File: config.mk
export PLATFORM = sky130hd
export DESIGN_NAME = rc4_stream_xor
export DESIGN_NICKNAME = d
export VERILOG_FILES = /design/src/rtl/rc4_pkg.sv /design/src/rtl/rc4_ks_fifo.sv /design/src/rtl/rc4_stream_xor.sv
export SDC_FILE = /design/constraint.sdc
export NUM_CORES = 1
export LEC_CHECK = 0
export BUFFER_PORTS_ARGS = -buffer_cell sky130_fd_sc_hd__buf_2
export CAP_MARGIN = 40
export CORE_MARGIN = 3
export CORE_UTILIZATION = 64
export DETAILED_ROUTE_END_ITERATION = 10
export PLACE_DENSITY = 0.84
export SYNTH_ARGS = -nofsm -noshare
export SYNTH_HDL_FRONTEND = slang
export SYNTH_SLANG_ARGS = --single-unit
File: constraint.sdc
create_clock -name clk -period 10.7 [get_ports clk]
set_input_delay 2.14 -clock clk [delete_from_list [all_inputs] [get_ports clk]]
set_output_delay 2.14 -clock clk [all_outputs]
set_load 0.05 [all_outputs]
File: src/rtl/rc4_pkg.sv
// Shared types and constants for the RC4 stream XOR engine: FSM states, bus
// mode encodings and default parameter values.
package rc4_pkg;

    typedef enum logic [2:0] {
        ST_IDLE,
        ST_INIT,
        ST_READ,
        ST_REQ,
        ST_WRITE,
        ST_NEXT,
        ST_DONE
    } state_t;

    localparam logic [1:0] MODE_IDLE  = 2'b00;
    localparam logic [1:0] MODE_READ  = 2'b01;
    localparam logic [1:0] MODE_WRITE = 2'b10;

    localparam int BPW_DEF      = 4;
    localparam int PIX_W_DEF    = 20;
    localparam int KS_DEPTH_DEF = 4;

    function automatic logic [1:0] mode_of(input state_t s);
        case (s)
            ST_READ:  mode_of = MODE_READ;
            ST_WRITE: mode_of = MODE_WRITE;
            default:  mode_of = MODE_IDLE;
        endcase
    endfunction

endpackage

File: src/rtl/rc4_ks_fifo.sv
// Small keystream byte FIFO used when keystream prefetch is enabled; flush
// empties it between passes.
module rc4_ks_fifo #(
    parameter int DEPTH = 4
) (
    input  logic       clk,
    input  logic       n_rst_i,
    input  logic       flush_i,
    input  logic       push_i,
    input  logic [7:0] din_i,
    input  logic       pop_i,
    output logic [7:0] dout_o,
    output logic       full_o,
    output logic       empty_o
);

    localparam int AW = (DEPTH > 1) ? $clog2(DEPTH) : 1;

    logic [7:0]  mem [DEPTH];
    logic [AW-1:0] wr_q, rd_q;
    logic [AW:0]   cnt_q;
    logic          do_push, do_pop;

    assign full_o  = (cnt_q == (AW+1)'(DEPTH));
    assign empty_o = (cnt_q == '0);
    assign do_push = push_i && !full_o;
    assign do_pop  = pop_i && !empty_o;
    assign dout_o  = mem[rd_q];

    always_ff @(posedge clk) begin
        if (do_push) mem[wr_q] <= din_i;
    end

    always_ff @(posedge clk) begin
        if (!n_rst_i || flush_i) begin
            wr_q  <= '0;
            rd_q  <= '0;
            cnt_q <= '0;
        end else begin
            if (do_push) wr_q <= (wr_q == AW'(DEPTH-1)) ? '0 : wr_q + AW'(1);
            if (do_pop)  rd_q <= (rd_q == AW'(DEPTH-1)) ? '0 : rd_q + AW'(1);
            cnt_q <= cnt_q + (AW+1)'(do_push) - (AW+1)'(do_pop);
        end
    end

endmodule

File: src/rtl/rc4_stream_xor.sv
// Word-at-a-time RC4 image decrypt: reads a bus word, XORs its valid bytes with
// keystream, writes it back. Define RC4_KS_PREFETCH_EN to prefetch keystream.
import rc4_pkg::*;

module rc4_stream_xor #(
    parameter int BPW      = BPW_DEF,
    parameter int PIX_W    = PIX_W_DEF,
    parameter int KS_DEPTH = KS_DEPTH_DEF
) (
    input  logic               clk,
    input  logic               n_rst_i,
    input  logic               start_i,
    input  logic               dfb_i,
    input  logic [8*BPW-1:0]   rdata_i,
    input  logic               sarr_generated_i,
    input  logic               val_ready_i,
    input  logic [7:0]         ks_byte_i,
    input  logic [PIX_W-1:0]   img_width_i,
    input  logic [PIX_W-1:0]   img_height_i,
    output logic [8*BPW-1:0]   wdata_o,
    output logic [PIX_W-1:0]   pix_num_o,
    output logic [1:0]         mode_o,
    output logic               done_o,
    output logic               gen_val_o,
    output logic               gen_state_arr_o,
    output logic               busy_o
);

    localparam int DW = 8 * BPW;
    localparam int TW = 2 * PIX_W;
    localparam int KW = (BPW > 1) ? $clog2(BPW) : 1;

    state_t          state_q, state_d;
    logic [TW-1:0]   total_q, total_d;
    logic [DW-1:0]   word_q, word_d;
    logic [KW-1:0]   k_q, k_d;
    logic [PIX_W-1:0] pix_q, pix_d;
    logic [TW:0]     idx_next, pix_adv;
    logic            ks_take;
    logic [7:0]      ks_val;

    assign pix_num_o = pix_q;

`ifdef RC4_KS_PREFETCH_EN
    logic          fifo_full, fifo_empty, fifo_push, fifo_pop;
    logic [7:0]    fifo_dout;
    logic [TW-1:0] ks_req_q;
    logic          prefetch_active;

    // Requests run ahead of REQ across the whole pass, bounded by the valid byte count.
    assign prefetch_active = (state_q inside {ST_READ, ST_REQ, ST_WRITE, ST_NEXT});
    assign gen_val_o = prefetch_active && !fifo_full && (ks_req_q < total_q);
    assign fifo_push = gen_val_o && val_ready_i;
    assign fifo_pop  = (state_q == ST_REQ) && !fifo_empty;
    assign ks_take   = fifo_pop;
    assign ks_val    = fifo_dout;

    always_ff @(posedge clk) begin
        if (!n_rst_i || state_q == ST_IDLE) ks_req_q <= '0;
        else if (fifo_push)                 ks_req_q <= ks_req_q + TW'(1);
    end

    rc4_ks_fifo #(.DEPTH(KS_DEPTH)) u_ks_fifo (
        .clk     (clk),
        .n_rst_i (n_rst_i),
        .flush_i (state_q == ST_IDLE),
        .push_i  (fifo_push),
        .din_i   (ks_byte_i),
        .pop_i   (fifo_pop),
        .dout_o  (fifo_dout),
        .full_o  (fifo_full),
        .empty_o (fifo_empty)
    );
`else
    assign ks_take = val_ready_i;
    assign ks_val  = ks_byte_i;
`endif

    always_comb begin
        state_d  = state_q;
        total_d  = total_q;
        word_d   = word_q;
        k_d      = k_q;
        pix_d    = pix_q;
        idx_next = (TW+1)'(pix_q) + (TW+1)'(k_q) + (TW+1)'(1);
        pix_adv  = (TW+1)'(pix_q) + (TW+1)'(BPW);
        case (state_q)
            ST_IDLE: begin
                if (start_i) begin
                    total_d = TW'(img_width_i) * TW'(img_height_i);
                    pix_d   = '0;
                    state_d = (total_d == '0) ? ST_DONE : ST_INIT;
                end
            end
            ST_INIT: begin
                if (sarr_generated_i) state_d = ST_READ;
            end
            ST_READ: begin
                if (dfb_i) begin
                    word_d  = rdata_i;
                    k_d     = '0;
                    state_d = ST_REQ;
                end
            end
            ST_REQ: begin
                if (ks_take) begin
                    word_d[8*k_q +: 8] = word_q[8*k_q +: 8] ^ ks_val;
                    // Bytes past the image end are left untouched and never consume keystream.
                    if (k_q != KW'(BPW-1) && idx_next < (TW+1)'(total_q))
                        k_d = k_q + KW'(1);
                    else
                        state_d = ST_WRITE;
                end
            end
            ST_WRITE: begin
                if (dfb_i) state_d = ST_NEXT;
            end
            ST_NEXT: begin
                pix_d   = pix_adv[PIX_W-1:0];
                state_d = (pix_adv >= (TW+1)'(total_q)) ? ST_DONE : ST_READ;
            end
            ST_DONE: state_d = ST_IDLE;
            default: state_d = ST_IDLE;
        endcase
    end

    // Outputs are registered from the next state so they line up with the state register.
    always_ff @(posedge clk) begin
        if (!n_rst_i) begin
            state_q         <= ST_IDLE;
            total_q         <= '0;
            word_q          <= '0;
            k_q             <= '0;
            pix_q           <= '0;
            wdata_o         <= '0;
            mode_o          <= MODE_IDLE;
            done_o          <= 1'b0;
            gen_state_arr_o <= 1'b0;
            busy_o          <= 1'b0;
`ifndef RC4_KS_PREFETCH_EN
            gen_val_o       <= 1'b0;
`endif
        end else begin
            state_q         <= state_d;
            total_q         <= total_d;
            word_q          <= word_d;
            k_q             <= k_d;
            pix_q           <= pix_d;
            if (state_d == ST_WRITE) wdata_o <= word_d;
            mode_o          <= mode_of(state_d);
            done_o          <= (state_d == ST_DONE);
            gen_state_arr_o <= (state_d == ST_INIT);
            busy_o          <= (state_d != ST_IDLE);
`ifndef RC4_KS_PREFETCH_EN
            gen_val_o       <= (state_d == ST_REQ);
`endif
        end
    end

endmodule
; Word-level counts from Yosys, hierarchy flattened
; Cells that the tools add are included.
[classes]
bitwise = 1
n_eq_ne = 15
shifts = 3
n_addsub = 5
n_reduce_logical = 9
mul = 1
mux = 20
magnitude_cmp = 2
[op_table]
columns = op, n
row1 = $mux 32, 2
row2 = $pmux 32 s2, 1
row3 = $ge 21x40->1, 1
row4 = $logic_not 40->1, 1
row5 = $lt 22x40->1, 1
row6 = $mul 20x20->40, 1
row7 = $pmux 20 s2, 1
row8 = $neg 5->34, 1
row9 = $shift 8x34->32 const A, 1
row10 = $shiftx 8x34->32, 1
row11 = $bwmux 32, 1
row12 = $shiftx 32x6->8, 1
row13 = $mux 3, 8
row14 = $add 21x1->22 const B, 1
row15 = $add 20x2->21, 1
row16 = $add 20x3->21 const B, 1
row17 = $mux 20, 1
row18 = $pmux 3 s6, 1
row19 = $eq 3x2->1 const B, 4
row20 = $eq 3x3->1 const B, 4
row21 = $ne 2x2->1 const B, 5
row22 = $pmux 2 s2, 2
row23 = $xor 8x8->8, 1
row24 = $eq 3x1->1 const B, 2
row25 = 8 further kinds, 12
[word_totals]
inputBits = 86
wordCells = 67
out_inout_bits = 58
regBits = 135

; Longest topological paths before layout
[depth]
word_depth = 9
ltp_mapped = 27
depth_no_buf = 25

; Worst setup path before layout
; OpenSTA, ideal clock, no wires.
[synth_timing]
kind = input to register
start = input img_height_i[13]
end = register done_o
path_stages = 23
arrival_time_ps = 8553
required_time_ps = 10629
n_path_buf = 2
slack_ps = 2076
path_cell_list = clkbuf_1 > nand2_1 > fa_1 > inv_1 > fa_1 > inv_1 > fa_1 > inv_1 > fa_1 > fa_1 > fa_1 > fa_1 > ha_1 > buf_4 > a21oi_4 > o211ai_2 > a221oi_2 > o21ai_2 > a2111oi_0 > a311o_2 > o211ai_2 > or4_4 > o21bai_1
[synth_between]
elab_chain_cells = 6
[synth_lines]
columns = item, line_no
row1 = from (decl), rc4_stream_xor.sv:19  ; input logic [PIX_W-1:0] img_height_i,
row2 = $mul 20x20->40, rc4_stream_xor.sv:90  ; total_d = TW'(img_width_i) * TW'(img_height_i);
row3 = $logic_not 40->1, rc4_stream_xor.sv:92  ; state_d = (total_d == '0) ? ST_DONE : ST_INIT;
row4 = $mux 3, rc4_stream_xor.sv:92
row5 = $mux 3, rc4_stream_xor.sv:89  ; if (start_i) begin
row6 = $pmux 3 s6, rc4_stream_xor.sv:87  ; case (state_q)
row7 = $eq 3x3->1, rc4_stream_xor.sv:151  ; done_o <= (state_d == ST_DONE);
row8 = to (signal assigned), rc4_stream_xor.sv:151
row9 = to (decl), rc4_stream_xor.sv:23  ; output logic done_o,
; Every way passes these cells.
; A chain may end at the register's enable or synchronous reset.

; Final worst setup path
[layout_timing]
start = input img_width_i[11]
end = register done_o
[layout_between]
elab_chain_cells = 6
[layout_lines]
columns = item, line_no
row1 = from (decl), rc4_stream_xor.sv:18  ; input logic [PIX_W-1:0] img_width_i,
row2 = $mul 20x20->40, rc4_stream_xor.sv:90
row3 = $logic_not 40->1, rc4_stream_xor.sv:92
row4 = $mux 3, rc4_stream_xor.sv:92
row5 = $mux 3, rc4_stream_xor.sv:89
row6 = $pmux 3 s6, rc4_stream_xor.sv:87
row7 = $eq 3x3->1, rc4_stream_xor.sv:151
; Every way passes these cells.

==> results.toml <==
[grt]
grt_usage_pct = 30.9
grt_pass1_wl_um = 90800
grt_antenna_before_repair = 0
grt_pass1_vias = 18500
overflow = 0
grt_max_degree = 58

[floorplanning]
rows = 66
core_area_um2 = 32800
start_util_pct = 65.5
die_x_um = 189
num_io_pins = 144
fp.dieArea_um2 = 35800
die_height_um = 189

[cts]
cts-root-buf = "clkbuf_16"
cts_buffers = 17
cts_resized = 0
cts-htree-levels = 4
numClockSinks = 133
holdBufCountCts = 0
clock_latency_ns = 0.43
clk_pin_slew_ns = 0.06
cts_buffer_depth = 2
post_cts_buffers = 0
cts_tree = "built"

[critical_path]
cpLargestDelayFamily = "adder cells"
slowest_delay_ns = 0.55
r2r-end = "wdata_o[31]$_SDFFE_PN0N_"
cpMostUsedCell = "fa_1"
path_cells = "buf_2 -> and2_1 -> fa_1 -> fa_1 -> inv_1 -> fa_1 -> inv_1 -> fa_1 -> fa_1 -> fa_1 -> fa_1 -> ha_1 -> a21oi_1 -> nand2_1 -> a221oi_2 -> a31oi_2 -> a31oi_1 -> xnor2_1 -> a2111oi_0 -> nand4_1 -> o21bai_1"
regToRegStartpoint = "pix_num_o[2]$_SDFFE_PN0P_"
critPathLaunchType = "input port"
crit_slowest_cell = "fa_1"
worstRegToRegCells = 18
critical_path_class = "input port to register"
worstPathMaxFanout = 20
cp_num_buf_inv = 3
arrival_ns = 9.28
reg2reg_setup_slack_ns = 5.11
cp.required_ns = 11.06
end_kind = "register"

[hold_path]
whs_path_depth = 2
hp-class = "register to register"
holdPathEnd = "total_q[27]$_SDFFE_PN0P_"
hold_start = "total_q[27]$_SDFFE_PN0P_"

[finish]
utilization_pct = 69.7
drive_above_1_share_pct = 8.63
fin_nets = 3139
layout_common_cells = "inv_1 (373), fa_1 (320), nand2_1 (305), and2_1 (290), ha_1 (198)"
layout_commonest_cell = "inv_1"
antenna_cells = 0
area_delta_synth_final_pct = 6.35

[route]
drc_errors = 0
drtIter0Drc = 1484
wl_um = 54500
post_drt_wl_per_cell_um = 18.2
firstDrtPassIters = 6
via_count = 17800
ant_nets = 0
viasPerCell = 5.94

[synth]
synth_cell_types = 76
async_flop_share_pct = 0
ys.flop_type = "dfxtp_1"
ys_seq_elements = 133
postSynthAreaPerCell_um2 = 8.53
ys_warn_count = 0
syn_area_um2 = 21500
netlist_instances = 2518
seq_area_frac_synth_pct = 12.4
synth_edf_count = 0

[place]
port_buffers = 141
dp_hpwl_um = 43000
gp_congestion = 0.904
pre_cts_slack_ns = 1.50

[sta]
skew_ns = 0.00962
finalSetupViolCount = 0
max_freq_ghz = 0.112
worst_pin_slew_ns = 0.828
hold_viol = 0
min_period_over_period_pct = 83.4
final.min_clock_period_ns = 8.92
fin_tns_setup_ns = 0
layout_setup_ws_ns = 1.78
timing.final.max_slew_violations = 0
rsz0062_at_grt = "no"
slew_headroom_pct = 44.7
hold_ws_ns = 0.456

[run_status]
status = "completed"

[job]
max_cap_violations = 0
[sequential cells by signal, summed over array words and instances (netlist names)]
name / count
total_q: 40
wdata_o: 32
word_q: 32
pix_num_o: 18
state_q: 3
k_q: 2
mode_o: 2
busy_o: 1
done_o: 1
gen_state_arr_o: 1
gen_val_o: 1
[cell families after synthesis]
| family | after synthesis | synth area share [%] |
|---|---|---|
| other cells | 1 | 0.0175 |
| compound gates | 373 | 11.3 |
| flops | 133 | 12.4 |
| fa+ha+maj | 518 | 41.3 |
| buf+inv | 531 | 9.55 |
| xor+xnor | 73 | 2.98 |
| simple gates | 846 | 19.8 |
| mux | 43 | 2.66 |
[synthesized netlist by cell type, types with 4 or more instances]
master       n  area (um^2)
inv_1      374         1400
fa_1       320         6410
nand2_1    305         1140
and2_1     290         1810
ha_1       198         2480
clkbuf_1   133          499
dfxtp_1    133         2660
a21oi_1    109          546
nor2_1     104          390
o21ai_0     70          350
a22oi_1     63          473
xor2_1      42          368
nand3_1     31          155
xnor2_1     31          272
nor3_1      30          150
mux2_1      29          327
a21o_1      20          150
nand4_1     16          100
a211oi_1    14          105
nor4_1      14         87.6
o21ai_1     12         60.1
and3_1      11         68.8
buf_2       11         55.1
nor2b_1     11         68.8
o21a_1      10         75.1
and4_1       8         70.1
buf_4        8         60.1
mux4_2       8          180
or3_1        7         43.8
a2111oi_0    6         52.6
o21bai_1     6         45.0
a31oi_1      5         31.3
a21boi_1     4         30.0
nor4b_1      4         35.0
o2111ai_1    4         35.0
o211ai_1     4         30.0
[routing by layer]
| layer | up-vias | share of wire (%) | global-route usage, % |
|---|---|---|---|
| met4 | 0 | 2.6 | 8.98 |
| met5 | - | 0 | 0 |
| met2 | 932 | 48 | 52.0 |
| li1 | 8094 | - | - |
| met1 | 8598 | 41 | 41.5 |
| met3 | 138 | 9.0 | 4.98 |
[final cells by class]
cell class                 count  area (um^2)
multi-input combinational   1855        16800
fill                        2526         9930
sequential                   133         2660
inverter                     374         1400
timing repair buffer         154          851
tap                          442          553
clock buffer                  19          453
clock inverter                13          146
[worst max path at each step]
| stage | endpoint | depth (start not counted) | slack, ns | startpoint |
|---|---|---|---|---|
| finish | done_o$_SDFF_PN0_ | 21 | 1.78 | img_width_i[11] |
| global route | state_q[2]$_SDFF_PN0_ | 23 | 1.46 | img_width_i[13] |
| CTS | done_o$_SDFF_PN0_ | 23 | 1.91 | img_width_i[13] |
| detailed placement | done_o$_SDFF_PN0_ | 23 | 1.50 | img_width_i[11] |
| global placement | done_o$_SDFF_PN0_ | 23 | 1.63 | img_width_i[13] |
| floorplan | done_o$_SDFF_PN0_ | 23 | 2.08 | img_height_i[13] |
[worst reg2reg max path, cell delays in order, from the launching register on]
cell	delay [ns]
dfxtp_1	0.53
ha_1	0.30
and3_1	0.33
and4_1	0.29
and4_1	0.35
and3_1	0.29
and3_1	0.33
nand2_1	0.08
nor2_1	0.19
and2_1	0.15
ha_1	0.23
a211o_1	0.29
or3_1	0.36
or3_1	0.37
nand4_1	0.17
o211a_1	0.27
nand2b_1	0.13
buf_4	0.41
mux2_2	0.42
[through the flow]
stage | instance area [um^2] | std cells
after floorplan | 21500 | 2519
after CTS | 22900 | 2990
after global placement | 22200 | 2953
after detailed placement | 22300 | 2958
after global routing | 22900 | 2990
final | 22900 | 2990
Power is left out: the tool's default activity adds up to more than one toggle a clock period on the data nets, which glitch-free logic cannot reach.
